**config.mk**
```make
export PLATFORM = sky130hd
export DESIGN_NAME = outer_bits_pipe
export DESIGN_NICKNAME = d
export VERILOG_FILES = /design/src/rtl/outer_bits_pkg.sv /design/src/rtl/outer_bits_comb.sv /design/src/rtl/outer_bits_pipe.sv
export SDC_FILE = /design/constraint.sdc
export NUM_CORES = 1
export LEC_CHECK = 0
export CORE_MARGIN = 4
export CORE_UTILIZATION = 35
export CTS_CLUSTER_SIZE = 14
export DETAILED_ROUTE_END_ITERATION = 8
export SLEW_MARGIN = 10
export SYNTH_ARGS = -nofsm -noshare
export SYNTH_HDL_FRONTEND = slang
export SYNTH_SLANG_ARGS = --single-unit
```
**constraint.sdc**
```tcl
create_clock -name clk_i -period 2 [get_ports clk_i]
set_clock_uncertainty 0.05 [all_clocks]
set_input_delay 0.4 -clock clk_i [delete_from_list [all_inputs] [get_ports clk_i]]
set_output_delay 0.4 -clock clk_i [all_outputs]
set_load 0.1 [all_outputs]
```
**src/rtl/outer_bits_pkg.sv**
```systemverilog
`default_nettype none
// ============================================================================
// Module      : outer_bits_pkg
// Description : Shared types and helpers for the outer-bits pipeline.
//               The result struct is sized for the largest supported WIDTH
//               (c_MAX_WIDTH). Narrower instances zero-fill the upper bits
//               and consumers slice off the bits they need.
// Revision    : 1.0 - initial release
// ============================================================================
package outer_bits_pkg;

    localparam int c_DEFAULT_WIDTH = 8;
    localparam int c_MAX_WIDTH     = 64;

    // Width of a binary index into a word of 'width' bits (at least 1 bit).
    function automatic int idx_width(input int width);
        return (width > 1) ? $clog2(width) : 1;
    endfunction

    localparam int c_MAX_IDX_W = idx_width(c_MAX_WIDTH);

    typedef struct packed {
        logic [c_MAX_WIDTH-1:0] left;       // one-hot of highest set bit
        logic [c_MAX_WIDTH-1:0] right;      // one-hot of lowest set bit
        logic [c_MAX_IDX_W-1:0] left_idx;   // index of highest set bit
        logic [c_MAX_IDX_W-1:0] right_idx;  // index of lowest set bit
        logic                   zero;       // word was all zeros
    } outer_bits_t;

endpackage : outer_bits_pkg
`default_nettype wire

```
**src/rtl/outer_bits_comb.sv**
```systemverilog
`default_nettype none
// ============================================================================
// Module      : outer_bits_comb
// Description : Pure combinational search for the highest and lowest set
//               bits of a WIDTH-bit word (WIDTH <= c_MAX_WIDTH).
// Ports       : data   - input word
//               result - one-hots, indices and zero flag (upper bits 0)
// Revision    : 1.0 - initial release
// ============================================================================
module outer_bits_comb
    import outer_bits_pkg::*;
#(
    parameter int WIDTH = c_DEFAULT_WIDTH
) (
    input  logic [WIDTH-1:0] data,
    output outer_bits_t      result
);

    logic [c_MAX_IDX_W-1:0] w_left_idx;
    logic [c_MAX_IDX_W-1:0] w_right_idx;
    logic [c_MAX_WIDTH-1:0] w_hit;
    logic                   w_zero;

    always_comb begin
        w_left_idx  = '0;
        w_right_idx = '0;
        // Ascending scan: the last hit is the highest set bit.
        for (int i = 0; i < WIDTH; i++) begin
            if (data[i]) w_left_idx = c_MAX_IDX_W'(i);
        end
        // Descending scan: the last hit is the lowest set bit.
        for (int i = WIDTH - 1; i >= 0; i--) begin
            if (data[i]) w_right_idx = c_MAX_IDX_W'(i);
        end

        w_zero = ~|data;
        // A single seed bit that vanishes for an all-zero word, so both
        // one-hots come out 0 while the indices stay at their 0 default.
        w_hit  = {{(c_MAX_WIDTH-1){1'b0}}, ~w_zero};

        result           = '0;
        result.left      = w_hit << w_left_idx;
        result.right     = w_hit << w_right_idx;
        result.left_idx  = w_left_idx;
        result.right_idx = w_right_idx;
        result.zero      = w_zero;
    end

endmodule : outer_bits_comb
`default_nettype wire

```
**src/rtl/outer_bits_pipe.sv**
```systemverilog
`default_nettype none
// ============================================================================
// Module      : outer_bits_pipe
// Description : Two-stage valid/ready pipeline returning one-hots and
//               indices of the highest and lowest set bits of each word,
//               plus a zero flag. Full backpressure, 1 word/cycle, 2-cycle
//               latency. Optional macro OUTER_BITS_POPCNT_EN adds popcnt_o
//               (number of set bits), registered alongside the other fields.
// Ports       : clk_i, rst_i (async, active-high)
//               data_val_i/data_i/data_ready_o   - producer side
//               data_val_o/data_ready_i          - consumer side
//               data_left_o/data_right_o         - one-hot results
//               left_idx_o/right_idx_o/zero_o    - indices and zero flag
//               popcnt_o                         - only with the macro
// Revision    : 1.0 - initial release
// ============================================================================
module outer_bits_pipe
    import outer_bits_pkg::*;
#(
    parameter  int WIDTH = c_DEFAULT_WIDTH,
    localparam int IDX_W = idx_width(WIDTH)
) (
    input  logic             clk_i,
    input  logic             rst_i,
    input  logic             data_val_i,
    input  logic [WIDTH-1:0] data_i,
    output logic             data_ready_o,
    output logic             data_val_o,
    input  logic             data_ready_i,
    output logic [WIDTH-1:0] data_left_o,
    output logic [WIDTH-1:0] data_right_o,
    output logic [IDX_W-1:0] left_idx_o,
    output logic [IDX_W-1:0] right_idx_o,
    output logic             zero_o
`ifdef OUTER_BITS_POPCNT_EN
    ,
    output logic [$clog2(WIDTH+1)-1:0] popcnt_o
`endif
);

    logic             r_s1_val;
    logic [WIDTH-1:0] r_s1_data;
    logic             r_s2_val;
    logic [WIDTH-1:0] r_s2_left;
    logic [WIDTH-1:0] r_s2_right;
    logic [IDX_W-1:0] r_s2_left_idx;
    logic [IDX_W-1:0] r_s2_right_idx;
    logic             r_s2_zero;

    logic             w_adv1;
    logic             w_adv2;
    outer_bits_t      w_res;
    logic             w_unused;

    // A stage may load when it is empty or its contents move on this edge.
    assign w_adv2       = !r_s2_val || data_ready_i;
    assign w_adv1       = !r_s1_val || w_adv2;
    assign data_ready_o = w_adv1;

    outer_bits_comb #(
        .WIDTH (WIDTH)
    ) u_comb (
        .data   (r_s1_data),
        .result (w_res)
    );

    // Upper (zero-filled) bits of the max-width result are not consumed.
    assign w_unused = &{1'b0, w_res};

    always_ff @(posedge clk_i or posedge rst_i) begin
        if (rst_i) begin
            r_s1_val  <= 1'b0;
            r_s1_data <= '0;
        end else if (w_adv1) begin
            r_s1_val <= data_val_i;
            if (data_val_i) r_s1_data <= data_i;
        end
    end

    // Fields only load with a valid word so they hold while data_val_o=0.
    always_ff @(posedge clk_i or posedge rst_i) begin
        if (rst_i) begin
            r_s2_val       <= 1'b0;
            r_s2_left      <= '0;
            r_s2_right     <= '0;
            r_s2_left_idx  <= '0;
            r_s2_right_idx <= '0;
            r_s2_zero      <= 1'b0;
        end else if (w_adv2) begin
            r_s2_val <= r_s1_val;
            if (r_s1_val) begin
                r_s2_left      <= w_res.left[WIDTH-1:0];
                r_s2_right     <= w_res.right[WIDTH-1:0];
                r_s2_left_idx  <= w_res.left_idx[IDX_W-1:0];
                r_s2_right_idx <= w_res.right_idx[IDX_W-1:0];
                r_s2_zero      <= w_res.zero;
            end
        end
    end

    assign data_val_o   = r_s2_val;
    assign data_left_o  = r_s2_left;
    assign data_right_o = r_s2_right;
    assign left_idx_o   = r_s2_left_idx;
    assign right_idx_o  = r_s2_right_idx;
    assign zero_o       = r_s2_zero;

`ifdef OUTER_BITS_POPCNT_EN
    localparam int PCNT_W = $clog2(WIDTH + 1);

    logic [PCNT_W-1:0] w_popcnt;
    logic [PCNT_W-1:0] r_s2_popcnt;

    always_comb begin
        w_popcnt = '0;
        for (int i = 0; i < WIDTH; i++) begin
            w_popcnt = w_popcnt + PCNT_W'(r_s1_data[i]);
        end
    end

    always_ff @(posedge clk_i or posedge rst_i) begin
        if (rst_i) begin
            r_s2_popcnt <= '0;
        end else if (w_adv2 && r_s1_val) begin
            r_s2_popcnt <= w_popcnt;
        end
    end

    assign popcnt_o = r_s2_popcnt;
`endif

endmodule : outer_bits_pipe
`default_nettype wire

```
==> results by group <==
Global routing
  – Global Route Usage Sum: 13.11%
  – Antenna violations before repair: 0
  – Vias in the first global route: 1117
  – Remaining Overflow, GRT: 0
  – First-pass GRT wire length: 5278 um
  – Largest net degree at the start of global routing: 34

Worst setup path
  – FF-to-FF End: data_right_o[1]
  – WP depth: 3
  – Reg2Reg Setup Slack: around 0.5 ns
  – Worst Setup Start Kind: input port
  – Type of the worst setup path: in -> out
  – CP top delay family: buffers and inverters
  – Worst Setup SP: data_ready_i
  – Max Fanout on Critical Path: 3
  – Buf+Inv Stages, Crit Path: 2
  – Launch point of the worst reg-to-reg path: r_s1_data[5]
  – Crit path max-delay cell type: clkdlybuf4s50_1
  – CP peak stage delay: 0.41 ns
  – Critical Path Sink Type: output pin
  – Worst Reg2Reg Path Length in Cells: 4
  – Worst Path Required: 1.55 ns
  – CP arrival: 1.35 ns
  – Ordered list of cells on the worst path: clkdlybuf4s50_1 -> nand3b_1 -> buf_12
  – CP endpoint: data_ready_o

Run
  – Max-Cap Viols: 0

Logic synthesis
  – Post-synthesis register bit count: 33
  – Top_reg_cell synth: dfrtp_1
  – Yosys cell types: 32
  – Yosys top cell by area: dfrtp_1
  – Cell with the most instances after synthesis: dfrtp_1
  – Async SR Flop Fraction: 100.0%
  – Synth Area in Simple Gates: 20.27%
  – Syn_nets: 143
  – Multiplexer area fraction after synthesis: 6.870%
  – Top cells by area, synth: dfrtp_1 56%, nand2_1 7.9%, mux2_2 6.9%
  – Adder-cell share of the synthesized area: 0%
  – Yosys warns: 0
  – Sequential fraction of the synthesis area: 55.98%
  – Synth cell count leaders: 33 x dfrtp_1, 31 x nand2_1, 9 x mux2_2, 7 x nor2_1, 5 x nand2b_1
  – Post-Synth XOR/XNOR Area: 0%
  – Synth Instances: 131
  – EDFF count, synth: 0
  – Main combinational cell family by area after synthesis: simple AND/OR/NAND/NOR gates
  – Synth Area in Compound Gates: 14.76%
  – Post-Syn Area: between 1000 and 1500 um^2
  – Mean Syn Cell Area: between 10 and 15 um^2
  – Share of the synthesized area in the top cell type: 55.98%

Drt
  – Vias per inst: 4.857
  – Post-route ant nets: 0
  – Vias: 1083
  – Initial drt markers: 65
  – Drt first pass iters: 4
  – DRT Wirelength: about 3000 um
  – DRC viols: 0
  – Avg WL per Cell: 13.56 um

Timing
  – Slew Limit Fails: 0
  – Max frequency: around 560 MHz
  – Worst Tran Pin Value: 0.4193 ns
  – Max_slew headroom: 72.04%
  – Unrepaired setup endpoints after global routing: no
  – Tmin final: 1.801 ns
  – Final setup viols: 0
  – Share of the cycle needed by the critical path after routing: between 90 and 100%
  – Hold Violations, Final: 0

Power
  – VDD IR-drop max: between 300 and 400 uV
  – Power Density: 1104 nW/um^2
  – Leakage: 0.9203 nW

Final layout
  – Fillers: between 400 and 500
  – Diode count: 0
  – Design Area, Final: 1974 um^2
  – Final #Nets: 184
  – Share of layout cells above drive strength 1: 35.26%
  – Synth-to-Final Area Change: 33.84%
  – Final core utilization: about half

Clock tree
  – Root buffer cell: clkbuf_8
  – Reg clk slew, reported paths: roughly 0.06 ns
  – Hold_buf cts: 0
  – CTS Sinks: 33
  – H-tree depth: 2
  – CTS tree: yes
  – Post-CTS setup buffer count: 0
  – CTS max path bufs: 2
  – Worst-Skew Late Latency: approximately 0.28 ns
  – CTS Buf Count: 5
  – Resized Gates After CTS: 0

Placed design
  – PortBufs: 36
  – Post-DP Area: 1894 um^2
  – Final GP Congestion: ~0.73
  – Post-DP HPWL: approximately 2300 um

Run status
  – Outcome: finished, final reports clean

Die
  – Total die area: 5317 um^2
  – Die height: 72.92 um
  – Core area: 4029 um^2
  – # rows: 23
  – Die Width: 72.92 um
  – Starting Density: 36.61%
  – I/O pin count: 37

Hold path
  – Worst Hold Class: reg -> reg
## cell usage in the layout, fill, tap and decap left out
cell type | netlist | layout
a21oi_1 | 3 | 3
a221oi_4 | 1 | 1
a22o_1 | 2 | 2
a31oi_1 | 1 | 1
and2_1 | 2 | 2
and2_4 | 1 | 1
buf_12 | 0 | 3
buf_4 | 1 | 25
clkbuf_1 | 3 | 3
clkbuf_8 | 0 | 5
clkdlybuf4s50_1 | 0 | 11
dfrtp_1 | 33 | 32
dfrtp_4 | 0 | 1
inv_1 | 2 | 2
mux2_2 | 9 | 6
mux2_4 | 0 | 3
nand2_1 | 31 | 30
nand2_4 | 1 | 2
nand2b_1 | 5 | 5
nand2b_2 | 1 | 1
nand3_1 | 1 | 1
nand3b_1 | 1 | 1
nand4_1 | 1 | 1
nand4b_1 | 2 | 2
nor2_1 | 7 | 7
nor2_2 | 2 | 2
nor2_4 | 1 | 1
nor4b_2 | 1 | 1
o21ai_0 | 4 | 4
o21ai_1 | 2 | 2
o21ai_2 | 3 | 3
o21bai_1 | 1 | 1
o31ai_1 | 2 | 2
o31ai_2 | 2 | 2
o41ai_2 | 3 | 3
or2_4 | 1 | 1
## kinds of logic after synthesis
kind of cell | count (synthesis)
AND/OR/NAND/NOR | 58
buffers and inverters | 7
flip-flops | 33
AO/OA/AOI/OAI | 24
multiplexers | 9
## routing by layer
| layer | track usage (%) | wire length [um] |
|---|---|---|
| met4 | 6.148 | 57 |
| met3 | 3.994 | 140 |
| met2 | 21.34 | 1499 |
| met5 | 0 | 0 |
| met1 | 15.82 | 1327 |
## tightest hold or removal path: stages, from the launching register on
cell     delay, ns
dfrtp_1       0.34
nand2_1       0.05
nand2_1       0.05
## stage by stage
| step | hold WS (ns) | std cells | setup TNS (ns) | setup WS (ns) | total power [W] |
|---|---|---|---|---|---|
| 2_1_floorplan | 0.4211 | 131 | -3.391 | -0.4389 | 0.001523 |
| 6_report | 0.4267 | 223 | 0 | 0.1991 | 0.002179 |
| 3_3_place_gp | 0.4077 | 215 | 0 | 0.1973 | 0.001722 |
| 3_5_place_dp | 0.4156 | 215 | 0 | 0.1689 | 0.001735 |
| 5_1_grt | 0.4609 | 223 | 0 | 0.1682 | 0.002291 |
| 4_1_cts | 0.4317 | 223 | 0 | 0.1945 | 0.002213 |
## power breakdown
group	internal (W)	leakage, nW	switching [W]
clock network	0.000247	0.0395	0.000222
logic	0.000224	0.466	0.000649
registers	0.000755	0.415	0.0000830
total	0.00123	0.920	0.000954
## flip-flops by register name, summed over array words and instances, names as in the netlist
signal,cells
data_left_o,8
data_right_o,8
zero_o,1
left_idx_o,3
data_val_o,1
right_idx_o,3
r_s1_val,1
r_s1_data,8
## layout make-up
type | instances | area [um^2] | area share, %
inverter | 2 | 7.507 | 0.3802
multi-input combinational | 91 | 636.9 | 32.26
tap | 50 | 62.56 | 3.169
clock buffer | 8 | 80.08 | 4.056
timing repair buffer | 39 | 357.8 | 18.12
sequential | 33 | 829.5 | 42.02
## worst min path at each step
stage               startpoint         endpoint  slack, ns  depth (start not counted)
5_1_grt        data_right_o[0]  data_right_o[0]       0.46                          2
3_5_place_dp     left_idx_o[1]    left_idx_o[1]       0.42                          2
2_1_floorplan         r_s1_val       data_val_o       0.42                          1
6_report         left_idx_o[1]    left_idx_o[1]       0.43                          2
3_3_place_gp    data_left_o[4]   data_left_o[4]       0.41                          2
4_1_cts          left_idx_o[1]    left_idx_o[1]       0.43                          2
Power figures use the tool's default switching activity.
